===== config.mk =====
export PLATFORM = sky130hd
export DESIGN_NAME = sprite_compositor
export DESIGN_NICKNAME = d
export VERILOG_FILES = /design/src/rtl/sprite_compositor.sv
export SDC_FILE = /design/constraint.sdc
export NUM_CORES = 1
export LEC_CHECK = 0
export ABC_CLOCK_PERIOD_IN_PS = 5380
export CAP_MARGIN = 20
export CORE_MARGIN = 2
export CORE_UTILIZATION = 52
export CTS_CLUSTER_SIZE = 24
export DETAILED_ROUTE_END_ITERATION = 6
export HOLD_SLACK_MARGIN = 0.06
export PLACE_DENSITY = 0.77
export SETUP_SLACK_MARGIN = 0.02
export SYNTH_ARGS = -nofsm -noshare
export SYNTH_HDL_FRONTEND = slang
export SYNTH_SLANG_ARGS = --single-unit

===== constraint.sdc =====
create_clock -name clk -period 5.38 [get_ports clk]
set_input_delay 0.807 -clock clk [delete_from_list [all_inputs] [get_ports clk]]
set_output_delay 0.807 -clock clk [all_outputs]
set_load 0.01 [all_outputs]

===== src/rtl/sprite_compositor.sv =====
// Composites N_LAYERS priority-ordered sprites over a horizontally scrolling background
// for one requested pixel, reading sources from and writing the result to the display RAM.
module sprite_compositor #(
    parameter int X_MAX      = 160,
    parameter int Y_MAX      = 80,
    parameter int WIDTH      = 8,
    parameter int LEN        = 16384,
    parameter int N_LAYERS   = 2,
    parameter int SPR_W      = 16,
    parameter int SPR_H      = 16,
    parameter int SPR_BASE   = 15360,
    parameter int BG_BASE    = 12800,
    parameter int BG_W       = 128,
    parameter int BG_H       = 20,
    parameter int TRANSP_KEY = 0
) (
    input  logic                                clk,
    input  logic                                rst,
    input  logic                                update,
    input  logic [$clog2(X_MAX)-1:0]            update_x,
    input  logic [$clog2(Y_MAX)-1:0]            update_y,
    output logic                                busy,
    output logic                                done,
    output logic [15:0]                         done_color,
    output logic                                frame_end,
    input  logic [N_LAYERS-1:0]                 layer_en,
    input  logic [N_LAYERS*$clog2(X_MAX)-1:0]   layer_x,
    input  logic [N_LAYERS*$clog2(Y_MAX)-1:0]   layer_y,
    input  logic [N_LAYERS-1:0]                 layer_frame,
    input  logic [$clog2(BG_W)-1:0]             scroll_x,
    output logic [$clog2(LEN)-1:0]              addr,
    output logic [WIDTH-1:0]                    din,
    input  logic [WIDTH-1:0]                    dout,
    output logic                                we,
    output logic                                collide,
    input  logic                                collide_clr
);
    localparam int AW       = $clog2(LEN);
    localparam int XW       = $clog2(X_MAX);
    localparam int YW       = $clog2(Y_MAX);
    localparam int XW1      = XW + 1;
    localparam int YW1      = YW + 1;
    localparam int BW       = $clog2(BG_W);
    localparam int SW       = $clog2(N_LAYERS + 1);
    localparam int FRAME_SZ = SPR_W * SPR_H;
    localparam int REP      = (WIDTH >= 16) ? 1 : 16 / WIDTH;

    localparam logic [SW-1:0]    BG_SLOT    = SW'(N_LAYERS);
    localparam logic [XW:0]      SPR_W_X    = XW1'(SPR_W);
    localparam logic [YW:0]      SPR_H_Y    = YW1'(SPR_H);
    localparam logic [YW:0]      BG_H_Y     = YW1'(BG_H);
    localparam logic [AW-1:0]    SPR_BASE_A = AW'(SPR_BASE);
    localparam logic [AW-1:0]    BG_BASE_A  = AW'(BG_BASE);
    localparam logic [AW-1:0]    BG_W_A     = AW'(BG_W);
    localparam logic [AW-1:0]    SPR_W_A    = AW'(SPR_W);
    localparam logic [AW-1:0]    X_MAX_A    = AW'(X_MAX);
    localparam logic [WIDTH-1:0] TRANSP_W   = WIDTH'(TRANSP_KEY);
    localparam logic [XW-1:0]    X_LAST     = XW'(X_MAX - 1);
    localparam logic [YW-1:0]    Y_LAST     = YW'(Y_MAX - 1);

    typedef enum logic [2:0] {
        S_IDLE,
        S_ISSUE,
        S_WAIT,
        S_CAP,
        S_WRITE
    } state_t;

    state_t state_q, state_d;

    logic [XW-1:0]          x_q;
    logic [YW-1:0]          y_q;
    logic [N_LAYERS*XW-1:0] lx_q;
    logic [N_LAYERS*YW-1:0] ly_q;
    logic [N_LAYERS-1:0]    len_q;
    logic [N_LAYERS-1:0]    lf_q;
    logic [BW-1:0]          scroll_q;
    logic [SW-1:0]          slot_q;
    logic [WIDTH-1:0]       pix_q;
    logic                   found_q;
    logic [1:0]             opq_q;
    logic [AW-1:0]          addr_q;

    logic [N_LAYERS-1:0]    spr_hit;
    logic [AW-1:0]          spr_addr [N_LAYERS];
    logic [BW-1:0]          bg_col;
    logic [AW-1:0]          bg_addr;
    logic [AW-1:0]          wr_addr;
    logic                   cur_hit;
    logic [AW-1:0]          cur_addr;
    logic                   cur_opaque;
    logic                   pair_opaque;
    logic [REP*WIDTH-1:0]   rep_pix;

    // Per-layer box test and sprite address; comparisons carry one spare bit so an
    // edge near the top of the coordinate range never wraps back onto the screen.
    for (genvar k = 0; k < N_LAYERS; k++) begin : g_layer
        logic [XW-1:0] sx;
        logic [YW-1:0] sy;
        assign sx = lx_q[k*XW +: XW];
        assign sy = ly_q[k*YW +: YW];
        assign spr_hit[k] = len_q[k]
                          && ({1'b0, y_q} >= {1'b0, sy}) && ({1'b0, y_q} < ({1'b0, sy} + SPR_H_Y))
                          && ({1'b0, x_q} >= {1'b0, sx}) && ({1'b0, x_q} < ({1'b0, sx} + SPR_W_X));
        assign spr_addr[k] = SPR_BASE_A + AW'((2 * k + int'(lf_q[k])) * FRAME_SZ)
                           + AW'(y_q - sy) * SPR_W_A + AW'(x_q - sx);
    end

    assign bg_col      = BW'(x_q) + scroll_q;
    assign bg_addr     = BG_BASE_A + AW'(y_q) * BG_W_A + AW'(bg_col);
    assign wr_addr     = AW'(y_q) * X_MAX_A + AW'(x_q);
    assign rep_pix     = {REP{pix_q}};
    assign pair_opaque = (N_LAYERS >= 2) && opq_q[0] && opq_q[1];

    always_comb begin
        cur_hit  = 1'b0;
        cur_addr = '0;
        if (slot_q == BG_SLOT) begin
            cur_hit  = ({1'b0, y_q} < BG_H_Y);
            cur_addr = bg_addr;
        end else begin
            for (int k = 0; k < N_LAYERS; k++) begin
                if (slot_q == SW'(k)) begin
                    cur_hit  = spr_hit[k];
                    cur_addr = spr_addr[k];
                end
            end
        end
    end

    // The background is opaque whenever it covers the row, whatever value it holds.
    assign cur_opaque = cur_hit && ((slot_q == BG_SLOT) || (dout != TRANSP_W));

    always_ff @(posedge clk or posedge rst) begin
        if (rst) begin
            state_q <= S_IDLE;
        end else begin
            state_q <= state_d;
        end
    end

    always_comb begin
        state_d = state_q;
        case (state_q)
            S_IDLE:  if (update) state_d = S_ISSUE;
            S_ISSUE: state_d = S_WAIT;
            S_WAIT:  state_d = S_CAP;
            S_CAP:   state_d = (slot_q == BG_SLOT) ? S_WRITE : S_ISSUE;
            S_WRITE: state_d = S_IDLE;
            default: state_d = S_IDLE;
        endcase
    end

    // Slot reads present their address only on a hit; misses leave the last write address.
    always_comb begin
        addr = addr_q;
        if ((state_q == S_ISSUE || state_q == S_WAIT || state_q == S_CAP) && cur_hit) begin
            addr = cur_addr;
        end
    end

    always_ff @(posedge clk or posedge rst) begin
        if (rst) begin
            x_q        <= '0;
            y_q        <= '0;
            lx_q       <= '0;
            ly_q       <= '0;
            len_q      <= '0;
            lf_q       <= '0;
            scroll_q   <= '0;
            slot_q     <= '0;
            pix_q      <= '0;
            found_q    <= 1'b0;
            opq_q      <= '0;
            addr_q     <= '0;
            din        <= '0;
            we         <= 1'b0;
            done       <= 1'b0;
            done_color <= '0;
            frame_end  <= 1'b0;
            busy       <= 1'b0;
            collide    <= 1'b0;
        end else begin
            we        <= 1'b0;
            done      <= 1'b0;
            frame_end <= 1'b0;
            case (state_q)
                S_IDLE: begin
                    if (update) begin
                        x_q      <= update_x;
                        y_q      <= update_y;
                        lx_q     <= layer_x;
                        ly_q     <= layer_y;
                        len_q    <= layer_en;
                        lf_q     <= layer_frame;
                        scroll_q <= scroll_x;
                        slot_q   <= '0;
                        pix_q    <= '0;
                        found_q  <= 1'b0;
                        opq_q    <= '0;
                        busy     <= 1'b1;
                    end
                end
                S_CAP: begin
                    if (cur_opaque && !found_q) begin
                        pix_q   <= dout;
                        found_q <= 1'b1;
                    end
                    if (slot_q == SW'(0)) opq_q[0] <= cur_opaque;
                    if (slot_q == SW'(1)) opq_q[1] <= cur_opaque;
                    if (slot_q != BG_SLOT) slot_q <= slot_q + SW'(1);
                end
                S_WRITE: begin
                    addr_q     <= wr_addr;
                    din        <= pix_q;
                    we         <= 1'b1;
                    done       <= 1'b1;
                    done_color <= 16'(rep_pix);
                    frame_end  <= (x_q == X_LAST) && (y_q == Y_LAST);
                    busy       <= 1'b0;
                end
                default: ;
            endcase
            if (state_q == S_WRITE && pair_opaque) begin
                collide <= 1'b1;
            end else if (collide_clr) begin
                collide <= 1'b0;
            end
        end
    end

endmodule


==> results.ini <==
[grt]
grt_max_degree = 94
gr-total-overflow = 0
antenna_found_initial = 0
grt_pass1_vias = 6850
grt_pass1_wl_um = 34500
track_usage_pct = 27.4

[clock_tree]
cts.clk_slew.worst_paths_ps = 70
clockBufferDepth = 2
cts_hold_buf = 0
htree_levels = 3
cts_buffers = 9
cts_tree = built
clk_latency_ps = 370
clkSinkCount = 98
cts-root-buf = clkbuf_16

[cells_and_area]
areaGrowthSynthToFinish_pct = 27.1
drive_gt1_share_pct = 14.2
multi_input_area_mm2 = 0.00497
n_antenna_cell = 0
register_area_mm2 = 0.00245
fillers = 1117
final_nets = 1240

[worst_setup_path]
critPathMaxFanout = 4
worstPathRequired_ps = 4570
cp_cell_sequence = inv_2, buf_4, ha_4, inv_2, fa_2, a21o_1, a21oi_2, o21bai_2, a21oi_2, o21bai_1, a21oi_2, inv_2, fa_1, inv_1, ha_4, buf_4, a21o_1, nand2_2, a31oi_1, xnor2_1, a22oi_2, o31ai_2, mux2_2, buf_2
cp_slowest_cell = fa_1
crit_type = register to output pin
crit_path_start_kind = register
end_kind = output pin
critPathTopFamily = compound AO/OA/AOI/OAI gates
worstPathArrival_ps = 4610
worst-path-buf-inv = 7
critPathMaxStageDelay_ps = 510

[synth]
avgSynthCellArea_um2 = 8.41
synth_top_area_share_pct = 31.6
synth_warnings = 0
async_flop_share_pct = 100
ys_seq_elements = 98
synth-main-ff-cell = dfrtp_1
netlist_instances = 924
synth_common_cells = nand2_1 (194), ha_1 (100), dfrtp_1 (98), inv_1 (97), o21ai_0 (70)
synth.distinct_cells = 55
yosysSeqAreaShare_pct = 31.6
post_synth_main_area_contributors = dfrtp_1 (32%), ha_1 (16%), nand2_1 (9.4%)
synth_top_area_cell = dfrtp_1
synth_edf_count = 0
synth.most_common_cell = nand2_1
synth_nets = 1103
syn_area_mm2 = 0.00777

[run]
cap_violations = 0

[timing]
slew_headroom_pct = 43.8
grt_setup_unrepaired = true
slew_violations = 0
fin_crit_ps = 5410
hold_viol = 0
hold-worst-slack_ps = 470
finalSetupViolations = 3
clock_skew_ps = 9.34
setup_ws_ps = -34.4
worstMarginPinSlew_ps = 844
fmaxAchievable_mhz = 185
fin_crit_sh_pct = 101

[drt]
drtAntennaViolNets = 0
dr_total_vias = 6904
first_iter_violations = 478
drc_errors = 0
vias_per_cell = 5.52
wl_per_cell_um = 17.3
drt-total-wl_um = 21600
dr.pass1.iters = 5

[die]
core_mm2 = 0.0146
fp.dieH_um = 126
ios = 111
start_util_pct = 53.2
die_w_um = 126
die-area_mm2 = 0.0159
row_count = 44

[status]
violations = negative setup slack
outcome = finished, violations left

[placement]
io_buffers = 110
gp_congestion = 0.894
dp_hpwl_um = 15700

[min_path]
hold_class = register to register

==> kinds of logic after synthesis <==
group           synth area share, %
compound gates                 14.3
buf+inv                        7.83
mux                            3.98
fa+ha+maj                      18.9
xor+xnor                       5.75
simple gates                   17.6
flops                          31.6
==> area by class of cell <==
class | instances | share of cell area (%)
multi-input combinational | 685 | 50.3
timing repair buffer | 170 | 15.6
sequential | 98 | 24.8
inverter | 97 | 3.71
clock buffer | 9 | 2.28
clock inverter | 7 | 0.925
tap | 184 | 2.33
==> through the flow <==
step                      setup TNS (ps)  instances  worst slack [ps]  area [um^2]  utilization (%)
after detailed placement            -950       1214              -290         9160             62.8
after global placement              -476       1214              -263         9160             62.8
after global routing               -1230       1250              -302         9870             67.7
final                              -89.5       1250             -34.4         9870             67.7
after CTS                              0       1249              13.0         9710             66.6
after floorplan                        0        924               451         7770                -
==> worst min-delay path, cell delays in order, from the launching register on <==
cell	delay (ps)
dfrtp_1	350
nand2_1	50
nand2_1	50
==> layout by cell type (no fill, tap or decap), drive strengths merged, types with 3 or more instances in the layout <==
master and instances:
buf 65, nor2b 11, o21ai 70, o31ai 3, nand2b 13, mux2 15, o22ai 4, clkdlybuf4s50 102
a21boi 3, a22oi 3, and3 3, a211o 3, nor2 32, dfrtp 98, clkbuf 9, fa 11
mux2i 14, nand4 6, nor4 7, xor2 20, a21oi 55, a211oi 7, a221oi 3, inv 102
o21bai 10, ha 100, nand2 194, xnor2 31, nor3 12, or3 4, nand3 15, a21o 11
==> per-layer routing <==
layer	share of wire (%)	track usage, %	wire [um]
met2	47	44.0	10100
met1	42	35.6	9110
met4	3.5	10.2	767
met5	0	0	0
met3	7.6	7.60	1630
==> timing repair <==
action | CTS | global route
setup buffers | 19 | 1
gates resized for setup | 40 | 43
pin swaps | 18 | 32
endpoints found under the setup margin | 8 | 14
==> worst paths after layout <==
kind | from | to | slack, ps | depth (start not counted)
max | x_q[0] | addr[12] | -30 | 24
min | pix_q[4] | done_color[12] | 470 | 2
max reg2reg | y_q[0] | pix_q[6] | 1830 | 12
min reg2reg | pix_q[4] | done_color[12] | 470 | 2
max in group asynchronous | rst | lx_q[14] | 3470 | 3
min in group asynchronous | rst | addr_q[11] | 970 | 2
==> flip-flops by register name (all words and copies together), names as in the netlist <==
name	flops
addr_q	14
busy	1
collide	1
done_color	8
found_q	1
frame_end	1
len_q	2
lf_q	2
lx_q	16
ly_q	14
opq_q	2
pix_q	8
scroll_q	7
slot_q	2
state_q	3
we	1
x_q	8
y_q	7
Power is not shown: default switching activity piles up to over one toggle a cycle in this logic, so the estimate is an artifact.
==> patch (same settings) <==
Change the parameter `N_LAYERS` from 2 to 4.
--- a/src/rtl/sprite_compositor.sv
+++ b/src/rtl/sprite_compositor.sv
@@ -7,3 +7,3 @@
     parameter int LEN        = 16384,
-    parameter int N_LAYERS   = 2,
+    parameter int N_LAYERS   = 4,
     parameter int SPR_W      = 16,
Interface: changed (resized layer_en, layer_frame, layer_x and layer_y); port bits go from 111 to 145. The function was not compared with the original's and may differ.
==> patch against the original RTL <==
  * The run still ends with setup timing left
  * Setup slack worse by 0.24 ns
  * Final area is 60% higher
  * Routed wire length is 70% higher
  * Hold slack better by 0.0092 ns
  * Sequential cell count is 35 higher
  * Maximum frequency is 4.2% lower
  * Synthesized area is 52% higher
Power is left out: the tool's default activity adds up to more than one toggle a clock period on the data nets, which glitch-free logic cannot reach.
==> patch: results (changes against the original RTL) <==
min_path:
  whs_endpoint: "done_color[8]"
sta:
  setup_tns_ns: -0.904  # -0.815 ns
  slew_headroom_pct: 57.0  # +13 points
  setup_viol: 5  # +2
  worst_slack_ns: -0.274  # -0.239 ns
  hold_ws_ns: 0.479  # +0.00915 ns
  clock_skew_ns: 0.0186  # +0.00930 ns
global_route:
  grt.met2_usage_pct: 52.6  # +8.6 points
  grt_max_degree: 152  # +62%
  globalRouteTotalUtil_pct: 31.0  # +3.6 points
  use_met1_pct: 38.0  # +2.4 points
  grt_pass1_wl_um: 58300  # +69%
detailed_routing:
  drtIter0Drc: 900  # +88%
  wl_met3_um: 2570  # +57%
  drt_wl_total_um: 36700  # +70%
  vias: 11300  # +63%
  wl_met1_um: 14900  # +63%
  drt_first_pass_iters: 6  # +1
  wl_met2_um: 17500  # +73%
setup_path:
  reg2reg_depth: 17  # +5
  ff2ff_setup_slack_ns: 1.55  # -0.28 ns
  crit_arrival_ns: 4.85  # +0.24 ns
  critPathCapture: "addr[9]"
  path_max_fanout: 3  # -1
placement:
  routabilityCongestion: 0.988  # +11%
  dp_hpwl_um: 27400  # +75%
  io_buffers: 144  # +31%
  dp_slack_ns: -0.585  # -0.295 ns
  dp_cells: 1910  # +57%
synth:
  yosys-top-cells-area: "dfrtp_1 (28%), ha_1 (19%), nand2_1 (7.7%)"
  syn-num-nets: 1695  # +54%
  synth_cell_types: 63  # +15%
  syn_inst: 1394  # +51%
  ys_seq_area_share_pct: 28.1  # -3.4 points
  synth_common_cells: "nand2_1 (243), ha_1 (180), inv_1 (143), dfrtp_1 (133), o21ai_0 (117)"
cts:
  clk_latency_ns: 0.45  # +0.08 ns
  htree_levels: 4  # +1
  cts-resized-gates: 120  # +200%
cells_and_area:
  fin_nets: 1982  # +60%
  drive_above_1_share_pct: 19.4  # +5.3 points
  reg.largest.list: "lx_q: 32 flops, ly_q: 28 flops, addr_q: 14 flops"
run_status:
  status: "complete, but fails checks"
  violations: "setup timing"
==> patch: kinds of logic (layout without fill, tap and decap cells) <==
kind of cell | count (synthesis) | count (layout) | share of synthesized area [%]
AOI/OAI and AO/OA | 338 | 338 | 18.0
muxes | 24 | 24 | 2.48
DFF | 133 | 133 | 28.1
adders and majority gates | 199 | 199 | 22.3
and+or+nand+nor | 414 | 414 | 15.5
xor gates and xnor gates | 92 | 92 | 6.81
buffers and inverters | 194 | 494 | 6.84
==> patch: area by class of cell <==
type	instances	area [µm²]	share of cell area, %
multi-input combinational	1067	8180	51.8
sequential	133	3330	21.1
timing repair buffer	319	2790	17.7
inverter	143	542	3.43
clock buffer	17	425	2.69
tap	285	357	2.26
clock inverter	15	173	1.09
==> patch: worst max-delay path, delay by kind of cell, from the launching register on <==
kind	cells	cell delay [ns]
adder cells (fa/ha/maj)	4	1.27
flip-flops	1	0.40
AO/OA/AOI/OAI	11	1.75
buffers and inverters	7	0.61
multiplexers	1	0.29
AND/OR/NAND/NOR	2	0.09
